===== src/rtl/fifo_rd_ctrl_if.sv =====
// Consumer-side stream of the FIFO read controller: first-word-fall-through valid/ready.
// The master drives the valid flag and the data word; the slave drives ready.
interface fifo_rd_ctrl_if #(
  parameter int unsigned DATA_WIDTH = 32
);
  logic                  m_valid;
  logic                  m_ready;
  logic [DATA_WIDTH-1:0] m_data;

  modport master (
    output m_valid,
    output m_data,
    input  m_ready
  );

  modport slave (
    input  m_valid,
    input  m_data,
    output m_ready
  );
endinterface


===== src/rtl/fifo_rd_ctrl.sv =====
// Read-domain controller of the dual-clock FIFO: read pointer, RAM read sequencing, 2-entry FWFT
// output buffer, and empty/almost-empty/level status. Optional flush input under FIFO_RD_FLUSH_EN.
module fifo_rd_ctrl #(
  parameter int unsigned ADDR_WIDTH    = 8,
  parameter int unsigned DATA_WIDTH    = 32,
  parameter int unsigned AEMPTY_THRESH = 4
) (
  input  logic                  rclk,
  input  logic                  rrst_n,
`ifdef FIFO_RD_FLUSH_EN
  input  logic                  rflush,
`endif
  input  logic [ADDR_WIDTH:0]   rq2_wptr,
  output logic [ADDR_WIDTH:0]   rptr,
  output logic [ADDR_WIDTH-1:0] raddr,
  output logic                  ren,
  input  logic [DATA_WIDTH-1:0] rdata_mem,
  fifo_rd_ctrl_if.master        m_bus,
  output logic                  rempty,
  output logic                  raempty,
  output logic [ADDR_WIDTH+1:0] rlevel
);

  typedef logic [ADDR_WIDTH:0] ptr_t;

  localparam logic [ADDR_WIDTH+1:0] AEmptyThresh = AEMPTY_THRESH[ADDR_WIDTH+1:0];

  function automatic ptr_t bin2gray(input ptr_t b);
    return b ^ (b >> 1);
  endfunction

  function automatic ptr_t gray2bin(input ptr_t g);
    ptr_t b;
    b[ADDR_WIDTH] = g[ADDR_WIDTH];
    for (int i = int'(ADDR_WIDTH) - 1; i >= 0; i--) begin
      b[i] = b[i+1] ^ g[i];
    end
    return b;
  endfunction

  // Pointer and status state
  ptr_t                  rbin_q, rbin_d;
  ptr_t                  rptr_q;
  ptr_t                  wbin;
  logic                  rempty_q, rempty_d;
  logic                  raempty_q, raempty_d;
  logic [ADDR_WIDTH+1:0] rlevel_q, rlevel_d;

  // Read pipeline and output buffer state
  logic                  inflight_q, inflight_d;
  logic [1:0]            occ_q, occ_d;
  logic                  head_q;
  logic                  tail_idx;
  logic [DATA_WIDTH-1:0] obuf_q [2];

  logic                  m_valid;
  logic                  pop;
  logic                  push;
  logic                  flush;
  logic [2:0]            pend;

`ifdef FIFO_RD_FLUSH_EN
  assign flush = rflush;
`else
  assign flush = 1'b0;
`endif

  assign m_valid = (occ_q != 2'd0);
  assign pop     = m_valid & m_bus.m_ready & ~flush;
  assign push    = inflight_q & ~flush;

  // Words committed to the buffer after this cycle's pop; a new read may issue only if the
  // returning word is guaranteed a free slot.
  assign pend = {1'b0, occ_q} + {2'b00, inflight_q} - {2'b00, m_valid & m_bus.m_ready};

  always_comb begin
    ren = 1'b0;
    if (!rempty_q && (pend < 3'd2) && !flush) begin
      ren = 1'b1;
    end
  end

  always_comb begin
    wbin       = gray2bin(rq2_wptr);
    rbin_d     = rbin_q + {{ADDR_WIDTH{1'b0}}, ren};
    occ_d      = occ_q + {1'b0, push} - {1'b0, pop};
    inflight_d = ren;
    rempty_d   = (bin2gray(rbin_d) == rq2_wptr);
    if (flush) begin
      rbin_d   = wbin;
      occ_d    = 2'd0;
      rempty_d = 1'b1;
    end
    rlevel_d  = {1'b0, ptr_t'(wbin - rbin_d)}
              + {{(ADDR_WIDTH + 1){1'b0}}, inflight_d}
              + {{ADDR_WIDTH{1'b0}}, occ_d};
    raempty_d = (rlevel_d <= AEmptyThresh);
  end

  always_ff @(posedge rclk or negedge rrst_n) begin
    if (!rrst_n) begin
      rbin_q     <= '0;
      rptr_q     <= '0;
      rempty_q   <= 1'b1;
      raempty_q  <= 1'b1;
      rlevel_q   <= '0;
      inflight_q <= 1'b0;
      occ_q      <= 2'd0;
    end else begin
      rbin_q     <= rbin_d;
      rptr_q     <= bin2gray(rbin_d);
      rempty_q   <= rempty_d;
      raempty_q  <= raempty_d;
      rlevel_q   <= rlevel_d;
      inflight_q <= inflight_d;
      occ_q      <= occ_d;
    end
  end

  // A push never meets a full buffer, so the tail is the head when empty, else the other slot.
  assign tail_idx = head_q ^ occ_q[0];

  always_ff @(posedge rclk or negedge rrst_n) begin
    if (!rrst_n) begin
      head_q    <= 1'b0;
      obuf_q[0] <= '0;
      obuf_q[1] <= '0;
    end else begin
      if (push) begin
        obuf_q[tail_idx] <= rdata_mem;
      end
      if (pop) begin
        head_q <= ~head_q;
      end
    end
  end

  assign rptr          = rptr_q;
  assign raddr         = rbin_q[ADDR_WIDTH-1:0];
  assign rempty        = rempty_q;
  assign raempty       = raempty_q;
  assign rlevel        = rlevel_q;
  assign m_bus.m_valid = m_valid;
  assign m_bus.m_data  = obuf_q[head_q];

`ifndef SYNTHESIS
  a_no_read_when_empty : assert property (@(posedge rclk) disable iff (!rrst_n)
    !(ren && rempty_q));
  a_buffer_bound : assert property (@(posedge rclk) disable iff (!rrst_n)
    ({1'b0, occ_q} + {2'b00, inflight_q}) <= 3'd2);
`endif

endmodule


===== src/flat_wrapper.sv =====
// flat-port wrapper written by rule: the top's interface ports become plain ports
module fifo_rd_ctrl_flat 
#(
  parameter int unsigned ADDR_WIDTH    = 8,
  parameter int unsigned DATA_WIDTH    = 32,
  parameter int unsigned AEMPTY_THRESH = 4
)
  (rclk, rrst_n, rq2_wptr, rptr, raddr, ren, rdata_mem, rempty, raempty, rlevel, m_bus_m_valid, m_bus_m_data, m_bus_m_ready);
  fifo_rd_ctrl_if #(.DATA_WIDTH(DATA_WIDTH)) m_bus_i ();
  input  logic rclk;
  input  logic rrst_n;
  input  logic [ADDR_WIDTH:0] rq2_wptr;
  output logic [ADDR_WIDTH:0] rptr;
  output logic [ADDR_WIDTH-1:0] raddr;
  output logic ren;
  input  logic [DATA_WIDTH-1:0] rdata_mem;
  output logic rempty;
  output logic raempty;
  output logic [ADDR_WIDTH+1:0] rlevel;
  output wire logic [$bits(m_bus_i.m_valid)-1:0] m_bus_m_valid;
  output wire logic [$bits(m_bus_i.m_data)-1:0] m_bus_m_data;
  input wire logic [$bits(m_bus_i.m_ready)-1:0] m_bus_m_ready;
  assign m_bus_m_valid = m_bus_i.m_valid;
  assign m_bus_m_data = m_bus_i.m_data;
  assign m_bus_i.m_ready = m_bus_m_ready;
  fifo_rd_ctrl #(.ADDR_WIDTH(ADDR_WIDTH), .DATA_WIDTH(DATA_WIDTH), .AEMPTY_THRESH(AEMPTY_THRESH)) u_core (.rclk(rclk), .rrst_n(rrst_n), .rq2_wptr(rq2_wptr), .rptr(rptr), .raddr(raddr), .ren(ren), .rdata_mem(rdata_mem), .m_bus(m_bus_i), .rempty(rempty), .raempty(raempty), .rlevel(rlevel));
endmodule

===== config.mk =====
export PLATFORM = sky130hd
export DESIGN_NAME = fifo_rd_ctrl_flat
export DESIGN_NICKNAME = d
export VERILOG_FILES = /design/src/rtl/fifo_rd_ctrl_if.sv /design/src/rtl/fifo_rd_ctrl.sv /design/src/flat_wrapper.sv
export SDC_FILE = /design/constraint.sdc
export NUM_CORES = 1
export LEC_CHECK = 0
export CORE_UTILIZATION = 51
export DETAILED_ROUTE_END_ITERATION = 8
export PLACE_DENSITY = 0.8
export SETUP_SLACK_MARGIN = 0.1
export SLEW_MARGIN = 5
export SYNTH_ARGS = -nofsm -noshare
export SYNTH_HDL_FRONTEND = slang
export SYNTH_SLANG_ARGS = --single-unit
export TNS_END_PERCENT = 10

===== constraint.sdc =====
create_clock -name rclk -period 5.65 [get_ports rclk]
set_clock_uncertainty 0.05 [all_clocks]
set_input_delay 1.13 -clock rclk [delete_from_list [all_inputs] [get_ports rclk]]
set_output_delay 1.13 -clock rclk [all_outputs]
set_load 0.02 [all_outputs]

==> flow_summary.yaml <==
die:
  rows: 35
  design.core.area_sq_um: 9420
  die_x_um: 102
  start_util_pct: 53.7
  pin_count: 107
  dieArea_sq_um: 10300
  die-height_um: 102
placement:
  hpwl_um: 7600
  globalplace.congestion: 0.809
  dp_slack_ns: -0.0741
  io_buffers: 106
outcome:
  outcome: "finished, final reports clean"
drt:
  antenna_left: 0
  vias_per_cell: 5.24
  drc_errors: 0
  firstDrtPassIters: 3
  wl_per_cell_um: 16.2
  drt-total-wl_um: 10500
  drt_iter0_drc: 59
  num_vias: 3396
clock_tree:
  post_cts_buffers: 0
  insertion_delay_ns: 0.36
  cts_sinks: 97
  cts_max_path_buffers: 2
  path_clk_slew_ns: 0.09
  numCtsBuffers: 9
  cts_root_buf: "clkbuf_8"
  cts-resized-gates: 0
  tritoncts: "yes"
  cts_hold_buffers: 0
  ctsHtreeMaxLevel: 3
final_layout:
  nets: 576
  multi_input_area_sq_um: 2500
  final_cell_mix: "clkdlybuf4s50_1 (105), mux2_2 (99), dfrtp_1 (95)"
  final_common_cell: "clkdlybuf4s50_1"
  fillers: 698
  regArea_sq_um: 2430
  n_antenna_cell: 0
  fin_util_pct: 69.7
  drive_gt1_share_pct: 28.7
  area_delta_synth_final_pct: 29.9
setup_path:
  cp-startpoint: "m_bus_m_ready"
  reg2reg_slack_ns: 0.72
  crit_end: "u_core.raempty"
  slowest_stage: "fa_1"
  critPathCaptureType: "flop"
  critPathTopFamily: "adder cells"
  critPathKind: "primary input to flop"
  crit_fanout: 3
  r2r_cells: 16
  r2r-end: "u_core.raempty"
  cp_slowest_stage_delay_ns: 0.48
  crit_chain: "clkdlybuf4s50_1, and2_1, ha_1, inv_1, ha_1, fa_1, nor3_2, ha_1, ha_1, inv_1, fa_1, fa_1, or2_2, a211oi_1, o21ai_0, nor4_2"
  crit_top_cell: "ha_1"
  critPathLaunchType: "primary input"
  worst-path-buf-inv: 3
  cp_data_required_time_ns: 5.86
  reg2reg_from: "u_core.occ_q[1]"
  worstPathArrival_ns: 5.55
  crit_cells: 16
sta:
  rsz0062_at_grt: "no"
  slew_headroom_pct: 57.4
  hold_viol_final: 0
  clock.fmax_mhz: 187
  setup_viol: 0
  fin_ws_ns: 0.302
  final_max_slew_viol_count: 0
  worst-slew-pin-transition_ns: 0.639
  tns_ns: 0
  post-route-period-util_pct: 94.7
  finalCriticalPeriod_ns: 5.35
synth:
  syn_nets: 460
  ys_ff_latch: 97
  yosysWarnings: 0
  synth_enable_flop_cells: 0
  yosysUniqueCellTypes: 48
  synth_area_per_cell_sq_um: 12.7
  synth-main-ff-cell: "dfrtp_1"
  synth_area_sq_um: 5050
  ys_async_sr_fraction_pct: 100
  syn_inst: 399
  ys_seq_area_share_pct: 48.1
flow_run:
  drv_cap: 0
global_routing:
  antenna_found_initial: 0
  grt_overflow: 0
  grt_pass1_vias: 3573
  grt_first_pass_wirelength_um: 16900
  grt_max_degree: 52
  grt_usage_pct: 21.7
worst_hold_path:
  hp-class: "flop to flop"
  min_from: "u_core.obuf_q[15]"
power:
  power_density_nw_per_um2: 770
  ir_worst_vdd_mv: 0.406
  power_mw: 5.05
  leakage_nw: 2.80
==> flip-flops by register name, summed over array words and instances (netlist names) <==
name               count
u_core.rbin_q          9
u_core.obuf_q         64
u_core.inflight_q      1
u_core.rptr            8
u_core.rempty          1
u_core.raempty         1
u_core.occ_q           2
u_core.head_q          1
u_core.rlevel         10
==> layer usage <==
metal | vias to the layer above | track usage (%) | share of wire (%)
met4 | 0 | 7.36 | 1.2
met5 | - | 0 | 0
met1 | 1682 | 25.6 | 43
li1 | 1631 | - | -
met2 | 72 | 39.7 | 51
met3 | 11 | 4.07 | 4.2
==> worst min-delay path by stage <==
| stage | end | slack (ns) | depth (start not counted) |
|---|---|---|---|
| floorplan | u_core.obuf_q[0] | 0.42 | 1 |
| global placement | u_core.obuf_q[29] | 0.43 | 1 |
| detailed placement | u_core.obuf_q[8] | 0.44 | 1 |
| CTS | u_core.obuf_q[15] | 0.46 | 1 |
| global route | u_core.obuf_q[13] | 0.47 | 1 |
| finish | u_core.obuf_q[15] | 0.46 | 1 |
==> metrics by stage <==
step / cells / hold WS (ns) / instance area [sq um]
2_1_floorplan: 399 / 0.424 / 5060
3_3_place_gp: 633 / 0.431 / 6330
3_5_place_dp: 633 / 0.437 / 6330
4_1_cts: 648 / 0.458 / 6550
5_1_grt: 648 / 0.470 / 6560
6_report: 648 / 0.458 / 6560
==> cells by family (layout without fill, tap and decap cells) <==
family,count (synthesis),count (layout),synth area share [%]
flip-flops,97,97,48.1
adder cells (fa/ha/maj),17,17,4.80
AND/OR/NAND/NOR,61,61,6.64
AO/OA/AOI/OAI,35,35,4.85
buffers and inverters,37,157,2.75
multiplexers,101,101,22.5
XOR/XNOR,51,51,10.4
==> power breakdown <==
part / internal [mW] / switching, mW
Clock: 0.249 / 0.244
Sequential: 1.05 / 0.179
Combinational: 1.72 / 1.60
==> cells in the mapped netlist, types with 2 or more instances <==
cell type	count	area [sq um]
mux2_2	99	1110
dfrtp_1	95	2380
xnor2_1	33	289
inv_1	19	71.3
nand2_1	15	56.3
ha_1	13	163
xor2_1	12	105
buf_1	9	33.8
a21oi_1	8	40.0
clkbuf_1	8	30.0
nor2_1	8	30.0
nand4_1	7	43.8
o21ai_0	6	30.0
nor3_1	5	25.0
a31oi_1	4	25.0
and2_1	4	25.0
fa_1	4	80.1
nor4_1	4	25.0
or2_2	4	25.0
a211oi_1	3	22.5
nand3_1	3	15.0
o21a_1	3	22.5
xnor3_1	3	67.6
dfstp_2	2	52.6
mux2i_1	2	20.0
nor2b_1	2	12.5
o211a_1	2	20.0
xnor3_2	2	47.6
==> cell type report <==
cell class / count / share of cell area (%)
Clock buffer: 9 / 1.89
Clock inverter: 6 / 1.37
Inverter: 20 / 1.14
Multi-Input combinational cell: 265 / 38.1
Sequential cell: 97 / 37.0
Tap cell: 129 / 2.46
Timing Repair Buffer: 122 / 18.0
Note: power is estimated with default switching activity, not from simulation.
